--- src/rtl/alu_multicycle.sv ---
// Execution-stage ALU: single-cycle add/sub/and/or, bit-serial logical shifts,
// start/done handshake with registered result, zero and overflow flags.
module alu_multicycle #(
   parameter int WIDTH   = 32,
   parameter int SHAMT_W = 5
) (
   input  logic             clk,
   input  logic             rst,
   input  logic             start,
   input  logic [5:0]       operation,
   input  logic [WIDTH-1:0] src1,
   input  logic [WIDTH-1:0] src2,
   output logic [WIDTH-1:0] result,
   output logic             zero,
   output logic             overflow,
   output logic             invalid,
   output logic             busy,
   output logic             done
);

   localparam logic [0:0] S_IDLE  = 1'b0;
   localparam logic [0:0] S_SHIFT = 1'b1;

   localparam logic [5:0] OP_ADD = 6'd27;
   localparam logic [5:0] OP_SUB = 6'd28;
   localparam logic [5:0] OP_AND = 6'd29;
   localparam logic [5:0] OP_OR  = 6'd30;
   localparam logic [5:0] OP_SRL = 6'd31;
   localparam logic [5:0] OP_SLL = 6'd32;

   logic [0:0]         state;
   logic [WIDTH-1:0]   acc;
   logic [WIDTH-1:0]   acc_next;
   logic [SHAMT_W-1:0] cnt;
   logic [SHAMT_W-1:0] shamt;
   logic               dir_left;
   logic [WIDTH-1:0]   sum;
   logic [WIDTH-1:0]   diff;
   logic               add_ovf;
   logic               sub_ovf;

   always_comb begin
      sum      = src1 + src2;
      diff     = src1 - src2;
      add_ovf  = (src1[WIDTH-1] == src2[WIDTH-1]) && (sum[WIDTH-1] != src1[WIDTH-1]);
      sub_ovf  = (src1[WIDTH-1] != src2[WIDTH-1]) && (diff[WIDTH-1] != src1[WIDTH-1]);
      shamt    = src2[SHAMT_W-1:0];
      acc_next = dir_left ? {acc[WIDTH-2:0], 1'b0} : {1'b0, acc[WIDTH-1:1]};
   end

   assign busy = (state == S_SHIFT);

   always_ff @(posedge clk) begin
      if (rst) begin
         state    <= S_IDLE;
         result   <= '0;
         zero     <= 1'b1;
         overflow <= 1'b0;
         invalid  <= 1'b0;
         done     <= 1'b0;
         acc      <= '0;
         cnt      <= '0;
         dir_left <= 1'b0;
      end else begin
         done    <= 1'b0;
         invalid <= 1'b0;
         case (state)
            S_IDLE: begin
               if (start) begin
                  case (operation)
                     OP_ADD: begin
                        result   <= sum;
                        zero     <= (sum == '0);
                        overflow <= add_ovf;
                        done     <= 1'b1;
                     end
                     OP_SUB: begin
                        result   <= diff;
                        zero     <= (diff == '0);
                        overflow <= sub_ovf;
                        done     <= 1'b1;
                     end
                     OP_AND: begin
                        result   <= src1 & src2;
                        zero     <= ((src1 & src2) == '0);
                        overflow <= 1'b0;
                        done     <= 1'b1;
                     end
                     OP_OR: begin
                        result   <= src1 | src2;
                        zero     <= ((src1 | src2) == '0);
                        overflow <= 1'b0;
                        done     <= 1'b1;
                     end
                     OP_SRL, OP_SLL: begin
                        // A zero shift amount completes immediately like the 1-cycle ops
                        if (shamt == '0) begin
                           result   <= src1;
                           zero     <= (src1 == '0);
                           overflow <= 1'b0;
                           done     <= 1'b1;
                        end else begin
                           acc      <= src1;
                           cnt      <= shamt;
                           dir_left <= (operation == OP_SLL);
                           state    <= S_SHIFT;
                        end
                     end
                     default: begin
                        result   <= '0;
                        zero     <= 1'b1;
                        overflow <= 1'b0;
                        invalid  <= 1'b1;
                        done     <= 1'b1;
                     end
                  endcase
               end
            end
            S_SHIFT: begin
               acc <= acc_next;
               cnt <= cnt - SHAMT_W'(1);
               if (cnt == SHAMT_W'(1)) begin
                  result   <= acc_next;
                  zero     <= (acc_next == '0);
                  overflow <= 1'b0;
                  done     <= 1'b1;
                  state    <= S_IDLE;
               end
            end
            default: state <= S_IDLE;
         endcase
      end
   end

endmodule

--- config.mk ---
export PLATFORM = sky130hd
export DESIGN_NAME = alu_multicycle
export DESIGN_NICKNAME = d
export VERILOG_FILES = /design/src/rtl/alu_multicycle.sv
export SDC_FILE = /design/constraint.sdc
export NUM_CORES = 1
export LEC_CHECK = 0
export ABC_CLOCK_PERIOD_IN_PS = 4450
export BUFFER_PORTS_ARGS = -buffer_cell sky130_fd_sc_hd__buf_2
export CAP_MARGIN = 20
export CELL_PAD_IN_SITES_DETAIL_PLACEMENT = 1
export CELL_PAD_IN_SITES_GLOBAL_PLACEMENT = 1
export CORE_ASPECT_RATIO = 0.8
export CORE_UTILIZATION = 23
export DETAILED_ROUTE_END_ITERATION = 6
export PLACE_DENSITY_LB_ADDON = 0.25
export SYNTH_ARGS = -nofsm -noshare
export SYNTH_HDL_FRONTEND = slang
export SYNTH_SLANG_ARGS = --single-unit
export TNS_END_PERCENT = 1
--- constraint.sdc ---
create_clock -name clk -period 4.45 [get_ports clk]
set_input_delay 0.445 -clock clk [delete_from_list [all_inputs] [get_ports clk]]
set_output_delay 0.445 -clock clk [all_outputs]
set_load 0.02 [all_outputs]
# Word level (Yosys, flattened, before mapping)
# Index checks and enable logic that the tools add are counted.
# word_totals
regBits	75
input_bits	73
output_inout_bits	37
# classes
addsub	3
eq_ne	16
muxes	35
n_bitwise	5
n_reduce_logical	15
# ops
operator	count
$mux 32	7
$logic_not 32->1	6
$pmux 32 s5	1
$pmux 32 s2	2
$add 32x32->32	1
$and 32x32->32	1
$or 32x32->32	1
$sub 32x32->32	1
$eq 6x5->1 const B	5
$mux 1	15
$mux 5	3
$pmux 5 s2	1
$pmux 1 s2	4
$eq 6x6->1 const B	1
$reduce_and 3->1	2
$reduce_or 6->1	1
$eq 5x1->1 const B	1
$logic_not 5->1	1
$pmux 1 s5	1
$sub 5x1->5 const B	1
$ne 2x1->1 const B	2
$ne 2x2->1 const B	2
$reduce_and 4->1	1
$ne 1x1->1	3
7 further kinds	10

# Depth between registers and ports, before layout
# logic_depth
ltp_word	6
ltp_mapped	14
ltp_nobuf	13

# Worst setup path after synthesis
# OpenSTA, ideal clock, no wires.
# synth_timing
kind	input-to-reg
start	input port src1[0]
end	register zero
arrival_ns	3.188
t_required_ns	4.386
slack_ns	1.198
cell_stages	13
n_path_buf	0
cell_sequence	inv_1 ha_1 fa_1 o21ba_2 o21bai_1 xor2_1 o311ai_0 a2111oi_0 nand4_1 or4_1 nor4_1 a41oi_1 nor2_1
# synth_via
elab_chain_len	5
elab_cells_between_ends	13
classes_between	2 x add/sub; 4 x mux; 2 x bitwise; 5 x reduce/logical
# synth_rtl
element	line	text
from (decl)	11	input logic [WIDTH-1:0] src1,
$sub 32x32->32 (tied with other cells)	44	diff = src1 - src2;
$logic_not 32->1 (tied with other cells)	79	zero <= (diff == '0);
$pmux 1 s5 *	70	case (operation)
$mux 1 *	69	if (start) begin
$pmux 1 s2 *	67	case (state)
to (signal assigned)	73	zero <= (sum == '0);
to (signal assigned)	79	
to (signal assigned)	85	zero <= ((src1 & src2) == '0);
to (decl)	14	output logic zero,
# Every way passes the cells marked *; elsewhere a longest branch is shown, timed or not. The select of a mux whose other input is x is not followed.
# A chain may end at the register's enable or synchronous reset.

# Worst setup path after layout
# layout_timing
start	input port src1[7]
end	register zero
# The elaborated chain is that of the path after synthesis.

==> impl_metrics.tcl <==
set metrics [dict create \
    dieWidth_um 235 \
    share_of_total_power_in_the_clock_network_pct 28.0 \
    final_routed_wire_length_divided_by_cell_count_um 27.2 \
    yosysSeqAreaShare_pct 15.0 \
    cts-root-to-sink-buffers 2 \
    net_count_after_synthesis 1574 \
    hold_start "src1[6]" \
    num_io_pins 110 \
    crit_path_frequent_cell "sky130_fd_sc_hd__a21oi_1" \
    synthArstFlopShare_pct 0 \
    placed_cells 2023 \
    worst_slew_pin_slew_ns 1.06 \
    critical_path.endpoint "zero" \
    status "finished, final reports clean" \
    cp_num_buf_inv 4 \
    num_vias 11900 \
    core_region_area_um2 42300 \
    switching_share_pct 43.5 \
    kind_of_cell_adding_the_most_delay_to_the_critical_path "simple AND/OR/NAND/NOR gates" \
    slew_violations 0 \
    end_kind "flop" \
    synth_top_cell_by_area "sky130_fd_sc_hd__dfxtp_1" \
    reg2reg_to "zero" \
    crit_path_top_delay_cell "sky130_fd_sc_hd__ha_1" \
    grt.total_usage_pct 24.6 \
    regToRegStartpoint "cnt[1]" \
    timing_worst_setup_path_type "primary input to flop" \
    startpoint_of_the_most_critical_setup_path "src1[7]" \
    path_clk_slew_ns 0.07 \
    cts_root_buffer "sky130_fd_sc_hd__clkbuf_16" \
    crit_path_cell_trace "buf_2, inv_1, ha_1, inv_2, a21oi_1, o31ai_1, buf_4, o31ai_2, a21oi_1, nor4bb_1, or4b_1, nor4_1, a41oi_1, nor2_1" \
    final_layout_size_suffix_gt1_share_pct 16.4 \
    data_arrival_time_of_the_critical_path_ns 4.23 \
    reg2reg_depth 11 \
    power_leakage_nw 4.71 \
    die_h_um 188 \
    dp.final_hpwl_mm 44.6 \
    top_flip_flop_cell_by_instance_count_after_synthesis "sky130_fd_sc_hd__dfxtp_1" \
    pre_antenna_drt_iters 5 \
    placementRows 67 \
    timing_hold_violations_final 0 \
    post_synth_num_cell_types 94 \
    htreeDepth 3 \
    grt_pass1_wl_mm 81.8 \
    fp.dieArea_um2 44300 \
    max-vdd-ir-drop_uv 173 \
    postCtsResizedCells 0 \
    worstHoldPathType "primary input to flop" \
    cts_made_buffers 9 \
    period_needed_ns 3.93 \
    share_seq_of_total_power_pct 26.3 \
    post_route_clock_period_utilization_pct 88.4 \
    power.switching_w 0.00117 \
    synth_enable_flop_cells 0 \
    tritoncts_clock_tree "built" \
    cts_hold_buf 0 \
    finClkSkew_ns 0.0125 \
    numPortBuffers 109 \
    internal_power_w 0.00152 \
    fin_nets 1662 \
    synth.ff_latch_count 75 \
    initial_standard_cell_utilization_of_the_core_pct 23.6 \
    power_density_nw_per_um2 232 \
    syn_to_final_growth_pct 16.1 \
    r2r_setup_slack_ns 1.58 \
    max_cap_violations 0 \
    synthCells 1395 \
    grt_pass1_vias 11900 \
    worst_hold_path.num_cells 3 \
    insertion_delay_ns 0.35 \
    ant_nets 0 \
    worst-endpoint-required_ns 4.74 \
    instances_no_fill 2041 \
    grt.overflow.total 0 \
    rsz0062_at_grt "false" \
    slew_headroom_pct 29.3 \
    finalSetupViolCount 0 \
    cts_setup_buffers 0 \
    mappedNetlistArea_um2 9990 \
    largest_net_degree_at_the_start_of_global_routing 52 \
    setup_tns_ns 0 \
    antenna_found_initial 1 \
    critical_path_depth 14 \
    avgViaCountPerCell 5.85 \
    wl_mm 55.5 \
    fmax_mhz 254 \
    remaining_drc_errors 0 \
    startpoint_type "primary input" \
    first_iter_violations 1114 \
    critPathMaxFanout 10 \
    dominant_cells_by_area_after_synthesis "sky130_fd_sc_hd__dfxtp_1 (15%), sky130_fd_sc_hd__ha_1 (13%), sky130_fd_sc_hd__nand2_1 (5.2%)" \
    share_comb_of_total_power_pct 45.7 \
    number_of_sinks_handled_by_clock_tree_synthesis 75 \
    ys_warn_count 0 \
    worst_path_largest_cell_delay_ns 0.62 \
    syn_avg_cell_area_um2 7.16 \
    synth_largest_type_area_fraction_pct 15.0 \
    gp_congestion 0.989 \
]
==> cells by family (layout without fill, tap and decap cells) <==
logic type      count (synthesis)  count (layout)  share of synthesized area, %
other cells                     0               1                             0
mux                            31              31                          3.43
flops                          75              75                          15.0
fa+ha+maj                     106             106                          13.4
compound gates                477             477                          33.6
simple gates                  488             488                          24.4
buf+inv                       187             280                          7.44
xor+xnor                       31              31                          2.72
==> power by group through the flow <==
stage | logic [W] | clock network, W | registers (W)
2_1_floorplan | 0.000696 | 0 | 0.000740
3_3_place_gp | 0.00119 | 0 | 0.000722
3_5_place_dp | 0.00119 | 0 | 0.000723
4_1_cts | 0.00120 | 0.000770 | 0.000708
5_1_grt | 0.00131 | 0.000805 | 0.000710
6_report | 0.00123 | 0.000754 | 0.000708
==> routing by layer <==
metal | global-route usage [%] | wire (um)
met1 | 35.2 | 27000
met2 | 36.3 | 22900
met3 | 5.77 | 3890
met4 | 6.98 | 1710
met5 | 0 | 0
==> flip-flops by register name (all words and copies together), names as in the netlist <==
register  flops
overflow      1
acc          32
zero          1
invalid       1
result       32
cnt           5
busy          1
done          1
dir_left      1
==> how the worst min path moves through the flow <==
stage	endpoint
after global placement	acc[0]
final	acc[6]
after detailed placement	result[0]
after floorplan	acc[31]
after global routing	acc[2]
after CTS	acc[6]
==> Yosys cell counts, drive strengths merged, types with 9 or more instances <==
cell / instances
nand2: 138
nor2: 124
a21oi: 104
ha: 104
inv: 101
o21ai: 86
dfxtp: 75
clkbuf: 64
nor3: 46
nor4: 40
a31oi: 37
a221oi: 30
nand4: 30
mux2: 26
xnor2: 25
a211oi: 24
buf: 22
nand3: 20
o211ai: 18
a221o: 17
o21a: 17
o31ai: 16
nor2b: 13
o22ai: 13
a21o: 12
nand2b: 12
or2: 10
o221ai: 9
==> through the flow <==
stage	hold WS, ns	utilization (%)	cell area, um^2	power, W	worst slack [ns]
6_report	0.424	27.4	11600	0.00269	0.518
3_5_place_dp	0.478	26.7	11300	0.00191	0.208
3_3_place_gp	0.473	26.7	11300	0.00191	0.234
5_1_grt	0.440	27.4	11600	0.00283	0.359
2_1_floorplan	0.444	-	9990	0.00144	1.20
4_1_cts	0.417	27.4	11600	0.00267	0.571
==> cell type report <==
| cell class | instances | area, um^2 |
|---|---|---|
| timing repair buffer | 163 | 963 |
| inverter | 101 | 379 |
| multi-input combinational | 1133 | 7770 |
| tap | 552 | 691 |
| clock inverter | 6 | 66.3 |
| sequential | 75 | 1500 |
| fill | 5175 | 30700 |
| clock buffer | 10 | 229 |
| antenna | 1 | 2.50 |
==> worst min-delay path: cells and delay by family <==
kind	cells	cell delay, ns
buf+inv	1	0.14
simple gates	1	0.06
compound gates	1	0.07
==> cells in the final DEF (no fill, tap or decap), types with 9 or more instances in the layout <==
| master | synthesis | final |
|---|---|---|
| sky130_fd_sc_hd__o31ai_1 | 13 | 13 |
| sky130_fd_sc_hd__nor4_1 | 39 | 39 |
| sky130_fd_sc_hd__nand3_1 | 20 | 20 |
| sky130_fd_sc_hd__xnor2_1 | 25 | 25 |
| sky130_fd_sc_hd__o21ai_0 | 83 | 83 |
| sky130_fd_sc_hd__buf_4 | 3 | 53 |
| sky130_fd_sc_hd__nor2_1 | 122 | 121 |
| sky130_fd_sc_hd__o211ai_1 | 17 | 17 |
| sky130_fd_sc_hd__ha_1 | 104 | 104 |
| sky130_fd_sc_hd__buf_2 | 12 | 109 |
| sky130_fd_sc_hd__a211oi_1 | 23 | 23 |
| sky130_fd_sc_hd__o21a_1 | 17 | 17 |
| sky130_fd_sc_hd__nor3_1 | 45 | 43 |
| sky130_fd_sc_hd__a221oi_1 | 30 | 30 |
| sky130_fd_sc_hd__o221ai_1 | 9 | 9 |
| sky130_fd_sc_hd__dfxtp_1 | 75 | 74 |
| sky130_fd_sc_hd__nor2b_1 | 13 | 13 |
| sky130_fd_sc_hd__a31oi_1 | 37 | 37 |
| sky130_fd_sc_hd__a21oi_1 | 102 | 102 |
| sky130_fd_sc_hd__nand2b_1 | 12 | 12 |
| sky130_fd_sc_hd__a21o_1 | 12 | 12 |
| sky130_fd_sc_hd__inv_1 | 100 | 100 |
| sky130_fd_sc_hd__clkbuf_16 | 0 | 9 |
| sky130_fd_sc_hd__o22ai_1 | 13 | 13 |
| sky130_fd_sc_hd__mux2_2 | 26 | 26 |
| sky130_fd_sc_hd__nand2_1 | 138 | 137 |
| sky130_fd_sc_hd__a221o_1 | 17 | 17 |
| sky130_fd_sc_hd__nand4_1 | 30 | 30 |
Power figures use the tool's default switching activity.
